**config.mk**
```make
export PLATFORM = sky130hd
export DESIGN_NAME = mem_port_arbiter
export DESIGN_NICKNAME = d
export VERILOG_FILES = /design/src/rtl/mem_arb_pkg.sv /design/src/rtl/mem_arb_timeout.sv /design/src/rtl/mem_port_arbiter.sv
export SDC_FILE = /design/constraint.sdc
export NUM_CORES = 1
export LEC_CHECK = 0
export BUFFER_PORTS_ARGS = -buffer_cell sky130_fd_sc_hd__buf_4
export CORE_MARGIN = 1
export CORE_UTILIZATION = 47
export DETAILED_ROUTE_END_ITERATION = 8
export PLACE_DENSITY_LB_ADDON = 0.12
export SETUP_SLACK_MARGIN = 0.02
export SLEW_MARGIN = 20
export SYNTH_ARGS = -nofsm -noshare
export SYNTH_HDL_FRONTEND = slang
export SYNTH_HIERARCHICAL = 1
export SYNTH_SLANG_ARGS = --single-unit
```
**constraint.sdc**
```tcl
create_clock -name clk -period 6.85 [get_ports clk]
set_input_delay 2.055 -clock clk [delete_from_list [all_inputs] [get_ports clk]]
set_output_delay 2.055 -clock clk [all_outputs]
set_load 0.005 [all_outputs]
```
**src/rtl/mem_arb_pkg.sv**
```systemverilog
// mem_arb_pkg: shared types and constants for the fetch/data memory port arbiter
package mem_arb_pkg;
  typedef enum logic [1:0] {IDLE, ISSUE, WAIT, DONE} state_t;
  typedef enum logic {OWN_I, OWN_D} owner_t;
  localparam int ABORT_RDATA = 0;
endpackage

```
**src/rtl/mem_arb_timeout.sv**
```systemverilog
// mem_arb_timeout: bus watchdog counting cycles of an outstanding transaction; TIMEOUT=0 never expires
module mem_arb_timeout #(
  parameter int TIMEOUT = 255
) (
  input  logic clk,
  input  logic rst,
  input  logic clr_i,
  input  logic en_i,
  output logic expired_o
);
  localparam int CW = $clog2(TIMEOUT + 2);
  logic [CW-1:0] cnt_q, cnt_d;
  // expires during the TIMEOUT-th counted cycle so the abort lands on that cycle's edge
  assign expired_o = (TIMEOUT != 0) && en_i && (cnt_q == CW'(TIMEOUT - 1));
  // next count: clear wins over increment
  always_comb cnt_d = clr_i ? '0 : en_i ? cnt_q + 1'b1 : cnt_q;
  // count register
  always_ff @(posedge clk or posedge rst)
    if (rst) cnt_q <= '0;
    else cnt_q <= cnt_d;
endmodule

```
**src/rtl/mem_port_arbiter.sv**
```systemverilog
// mem_port_arbiter: shares one single-ported memory between fetch and data stages; ARB_FAIR_EN bounds fetch starvation
module mem_port_arbiter
  import mem_arb_pkg::*;
#(
  parameter int ADDR_W     = 32,
  parameter int DATA_W     = 32,
  parameter int TIMEOUT    = 255,
  parameter int FAIR_LIMIT = 4
) (
  input  logic                clk,
  input  logic                rst,
  input  logic                i_req,
  input  logic [ADDR_W-1:0]   i_addr,
  output logic [DATA_W-1:0]   i_rdata,
  output logic                i_done,
  input  logic                d_req,
  input  logic [DATA_W/8-1:0] d_we,
  input  logic [ADDR_W-1:0]   d_addr,
  input  logic [DATA_W-1:0]   d_wdata,
  output logic [DATA_W-1:0]   d_rdata,
  output logic                d_done,
  output logic                m_req,
  output logic [DATA_W/8-1:0] m_we,
  output logic [ADDR_W-1:0]   m_addr,
  output logic [DATA_W-1:0]   m_wdata,
  input  logic                m_ack,
  input  logic                m_rvalid,
  input  logic [DATA_W-1:0]   m_rdata,
  output logic                busy,
  output logic                err_timeout
);
  localparam int BW = DATA_W / 8;
  state_t            state_q, state_d;
  owner_t            owner_q, owner_d;
  logic [ADDR_W-1:0] addr_q, addr_d;
  logic [BW-1:0]     we_q, we_d;
  logic [DATA_W-1:0] wdata_q, wdata_d;
  logic [DATA_W-1:0] i_rdata_q, i_rdata_d;
  logic [DATA_W-1:0] d_rdata_q, d_rdata_d;
  logic              err_q, err_d;
  logic              pick_data, expired, rd_cap, abort;
  logic [DATA_W-1:0] cap_data;

  mem_arb_timeout #(.TIMEOUT(TIMEOUT)) u_tmo (
    .clk       (clk),
    .rst       (rst),
    .clr_i     (state_q == IDLE),
    .en_i      (state_q == ISSUE || state_q == WAIT),
    .expired_o (expired)
  );

`ifdef ARB_FAIR_EN
  localparam int FW = $clog2(FAIR_LIMIT + 1);
  logic [FW-1:0] fair_q, fair_d;
  assign pick_data = d_req && !(i_req && fair_q >= FW'(FAIR_LIMIT));
  // count data grants taken while fetch was waiting; any fetch grant or idle fetch resets it
  always_comb fair_d = (state_q == IDLE && (d_req || i_req)) ? ((pick_data && i_req) ? fair_q + 1'b1 : '0) : fair_q;
  // fairness counter register
  always_ff @(posedge clk or posedge rst)
    if (rst) fair_q <= '0;
    else fair_q <= fair_d;
`else
  logic unused_fair;
  assign unused_fair = (FAIR_LIMIT != 0);
  assign pick_data   = d_req;
`endif

  // read data is taken on ack+rvalid in ISSUE or rvalid in WAIT; a real response beats the watchdog
  assign rd_cap   = m_rvalid && ((state_q == ISSUE && m_ack && we_q == '0) || state_q == WAIT);
  assign abort    = expired && !(state_q == ISSUE ? m_ack : m_rvalid);
  assign cap_data = abort ? DATA_W'(ABORT_RDATA) : m_rdata;

  // next-state, grant latching and read-data capture
  always_comb begin
    state_d   = state_q;
    owner_d   = owner_q;
    addr_d    = addr_q;
    we_d      = we_q;
    wdata_d   = wdata_q;
    i_rdata_d = (owner_q == OWN_I && (rd_cap || abort)) ? cap_data : i_rdata_q;
    d_rdata_d = (owner_q == OWN_D && (rd_cap || abort)) ? cap_data : d_rdata_q;
    err_d     = err_q || abort;
    case (state_q)
      IDLE: if (d_req || i_req) begin
        state_d = ISSUE;
        owner_d = pick_data ? OWN_D : OWN_I;
        addr_d  = pick_data ? d_addr : i_addr;
        we_d    = pick_data ? d_we : '0;
        wdata_d = pick_data ? d_wdata : '0;
      end
      ISSUE:   state_d = m_ack ? ((we_q != '0 || m_rvalid) ? DONE : WAIT) : expired ? DONE : ISSUE;
      WAIT:    state_d = (m_rvalid || expired) ? DONE : WAIT;
      default: state_d = IDLE;
    endcase
  end

  // state and datapath registers; reset abandons any transaction in flight
  always_ff @(posedge clk or posedge rst)
    if (rst) begin
      state_q   <= IDLE;
      owner_q   <= OWN_I;
      addr_q    <= '0;
      we_q      <= '0;
      wdata_q   <= '0;
      i_rdata_q <= '0;
      d_rdata_q <= '0;
      err_q     <= 1'b0;
    end else begin
      state_q   <= state_d;
      owner_q   <= owner_d;
      addr_q    <= addr_d;
      we_q      <= we_d;
      wdata_q   <= wdata_d;
      i_rdata_q <= i_rdata_d;
      d_rdata_q <= d_rdata_d;
      err_q     <= err_d;
    end

  assign m_req       = (state_q == ISSUE);
  assign m_we        = we_q;
  assign m_addr      = addr_q;
  assign m_wdata     = wdata_q;
  assign i_done      = (state_q == DONE) && (owner_q == OWN_I);
  assign d_done      = (state_q == DONE) && (owner_q == OWN_D);
  assign i_rdata     = i_rdata_q;
  assign d_rdata     = d_rdata_q;
  assign busy        = (state_q != IDLE);
  assign err_timeout = err_q;
endmodule
```
==> metrics.txt <==
first-pass GRT wire length=roughly 26000 um; status=complete, no violations; Post-Syn Nets=674; Netlist cell types=41; design area=~8800 um2; Clk pwr share=25.2%; WL/cell=roughly 17 um; Top Family by Delay on Critical Path=adder cells; FP Rows=40; mux contribution to synthesized area=around 5.3%; # diodes=0; FMAX=around 0.24 GHz; root buf cell=clkbuf_16; adder-cell share of the synthesized area=under 10%; CP max stage delay=0.85 ns; DP HPWL=roughly 12000 um; final WL=between 15000 and 20000 um; placed cell area=slightly above 8000 um2; worst-margin pin slew=slightly below 1 ns; DRT antenna net count=0; cell internal pwr=2.68 mW; Switching Share=a little under a third; Critical Path Most Common Cell=inv_1; Syn. warnings=6; CTS Buffer Depth=2; Avg Cell Area, Syn=11.3 um2; P per Cell Area=444 nW/um2; Slew headroom=33.7%; Worst path slowest cell=ha_2; Fin Clk Skew=~0.0041 ns; XOR/XNOR Fraction of Synth Area=less than 1%; combinational share of power=between 30% and 40%; Worst Hold Class=register to register; # hold bufs at CTS=0; Worst R2R Start=state_q[1]$_DFFE_PP0P_; die width=115 um; commonest non-fill, non-tap cell in the layout=buf_4; Synth Area in Compound Gates=between 10% and 20%; die height=roughly 110 um; H-tree depth=4; asr flop ratio synth=100%; setup slack, reg-to-reg=about 3.7 ns; Post-Syn Instances=529; Worst-path clk slew=roughly 0.060 ns; clk sinks=approximately 150; minimum clock period=4.21 ns; vias in the first global route=roughly 5100; vias per cell=around 5.2; worst skew pair latency=0.41 ns; setup TNS=0 ns; Core ar.=between 10000 and 15000 um2; largest net degree at the start of global routing=86; nets@finish=just over 900; Post-CTS Resized=0; IO Pins=between 200 and 300; Max-Cap Viols=0; Pre-antenna DRT Iters=4; P&R area growth vs syn=46.7%; Hold Crit Start=m_wdata[21]$_DFFE_PP0P_; Pins Over Slew Limit=0; final setup fails=0; Startpoint Class=register; Synth Area in Simple Gates=~13%; Worst Hold Path EP=m_wdata[21]$_DFFE_PP0P_; Post-synth EDFFs=0; Total GRT Usage=between 20 and 30%; hold path cells=2; fin worst setup slack=around 2.6 ns; critical path class=register to output pin; combinational family with the most area after synthesis=compound AO/OA/AOI/OAI gates; Reg2Reg Capture Point=d_rdata[26]$_DFFE_PP0P_; Seq pwr share=a little under two fifths; mapped cell area=roughly 6000 um2; DRT iter0 DRCs=320; DP Worst Slack=around 2.7 ns; Num CTS Buffers=17; CP Data Arrival Time=between 2 and 2.5 ns; Setup crit end kind=output pin; GPL Wtd Cong=0.815; Cell Chain, Critical Path=inv_1 > ha_2 > inv_1 > buf_4; Buf/Inv on CP=3; sequential share of the synthesized area=60.6%; Yosys reg bits=between 100 and 150; Initial Util=between 40% and 50%; VDD IR-drop max=0.000194 V; initial antenna violation count=0; total number of vias=between 5000 and 6000; crit share post-route=between 60% and 70%; final hold violation count=0; Crit Path Max Fanout=between 50 and 60; RSZ-0062 raised after global routing=false; DIE AREA=between 10000 and 15000 um2; post-CTS setup buffer count=0; Worst path depth=4; layout cell share with drive strength beyond 1=between 40 and 50%; Leak=roughly 4.6 nW; commonest non-fill, non-tap cells in the layout=buf_4, dfrtp_1, nand2_1; CP required=about 4.8 ns; Sw Pwr=between 1 and 1.5 mW; drt drc=0; Port Buffer Count=~270; Post-synth top flop=dfrtp_1; total global routing overflow=0; clock tree from TritonCTS=yes; Worst Reg2Reg Path Length in Cells=8
-- sequential cells by signal, summed over array words and instances, names as in the netlist --
register and flops:
d_rdata 32, i_rdata 32, m_addr 32, m_wdata 32
u_tmo/cnt_q 9, m_we 4, state_q 2, err_timeout 1
owner_q 1
-- how the worst max path moves through the flow --
stage	slack, ns	to	start
after CTS	2.60	busy	state_q[1]$_DFFE_PP0P_
after global routing	2.49	busy	state_q[0]$_DFFE_PP0P_
final	2.64	busy	state_q[1]$_DFFE_PP0P_
after detailed placement	2.72	m_wdata[14]$_DFFE_PP0P_	d_req
after global placement	2.79	m_wdata[14]$_DFFE_PP0P_	d_req
after floorplan	1.16	d_rdata[0]$_DFFE_PP0P_	rst
-- layout make-up --
type	instances	area, um2
well taps	168	210
fillers	908	3430
flip-flops and latches	145	3630
clock inverters	9	153
multi-input cells	336	2140
clock buffers	23	488
repair buffers	281	2130
inverters	8	35.0
-- worst register-to-register path: cells and delay by family, from the launching register on --
family          cells  cell delay [ns]
buf+inv             1             0.10
simple gates        3             1.28
flops               1             0.42
fa+ha+maj           1             0.43
compound gates      3             0.81
-- stage by stage --
stage,hold WS (ns),cells,util [%],power [mW]
2_1_floorplan,0.451,529,-,2.10
3_3_place_gp,0.453,937,66.4,2.87
3_5_place_dp,0.457,937,66.4,2.92
4_1_cts,0.472,969,71.7,3.92
5_1_grt,0.500,970,71.9,4.14
6_report,0.466,970,71.9,3.90
-- logic make-up after synthesis --
logic type,after synthesis
simple gates,172
xor+xnor,4
fa+ha+maj,7
flops,145
compound gates,121
buf+inv,48
mux,32
-- cells in the mapped netlist (2+ instances only) --
master,n,share of area [%]
a22o_2,2,0.33
nand3_1,38,3.2
buf_2,6,0.50
a22o_1,62,9.1
a21oi_1,5,0.42
mux2i_1,32,5.3
a21o_1,2,0.25
nor3_1,2,0.17
o21ai_0,38,3.2
ha_1,7,1.5
o31ai_1,2,0.25
dfrtp_1,145,61
buf_8,3,0.75
or4_1,2,0.25
buf_6,4,0.75
nand4_1,2,0.21
nand2_1,111,7.0
clkbuf_1,25,1.6
a211oi_1,2,0.25
nor2_1,6,0.38
inv_1,8,0.50
or3_1,3,0.31
nand3b_1,2,0.25
xor2_1,2,0.29
xnor2_1,2,0.29
-- power by group through the flow --
stage / sequential, mW / clock, mW / combinational (mW)
detailed placement: 1.48 / 0 / 1.44
finish: 1.48 / 0.984 / 1.44
global placement: 1.47 / 0 / 1.40
global route: 1.52 / 1.04 / 1.59
CTS: 1.48 / 1.00 / 1.44
floorplan: 1.47 / 0 / 0.624
-- layer usage --
metal	part of all wire (%)	vias to the layer above	global-route usage (%)	wire (um)
met5	0	-	0	0
met4	2.6	0	10.8	423
met3	7.1	29	7.12	1170
met2	52	204	45.4	8560
met1	38	2425	29.1	6280
li1	-	2375	-	-
Power figures use the tool's default switching activity.
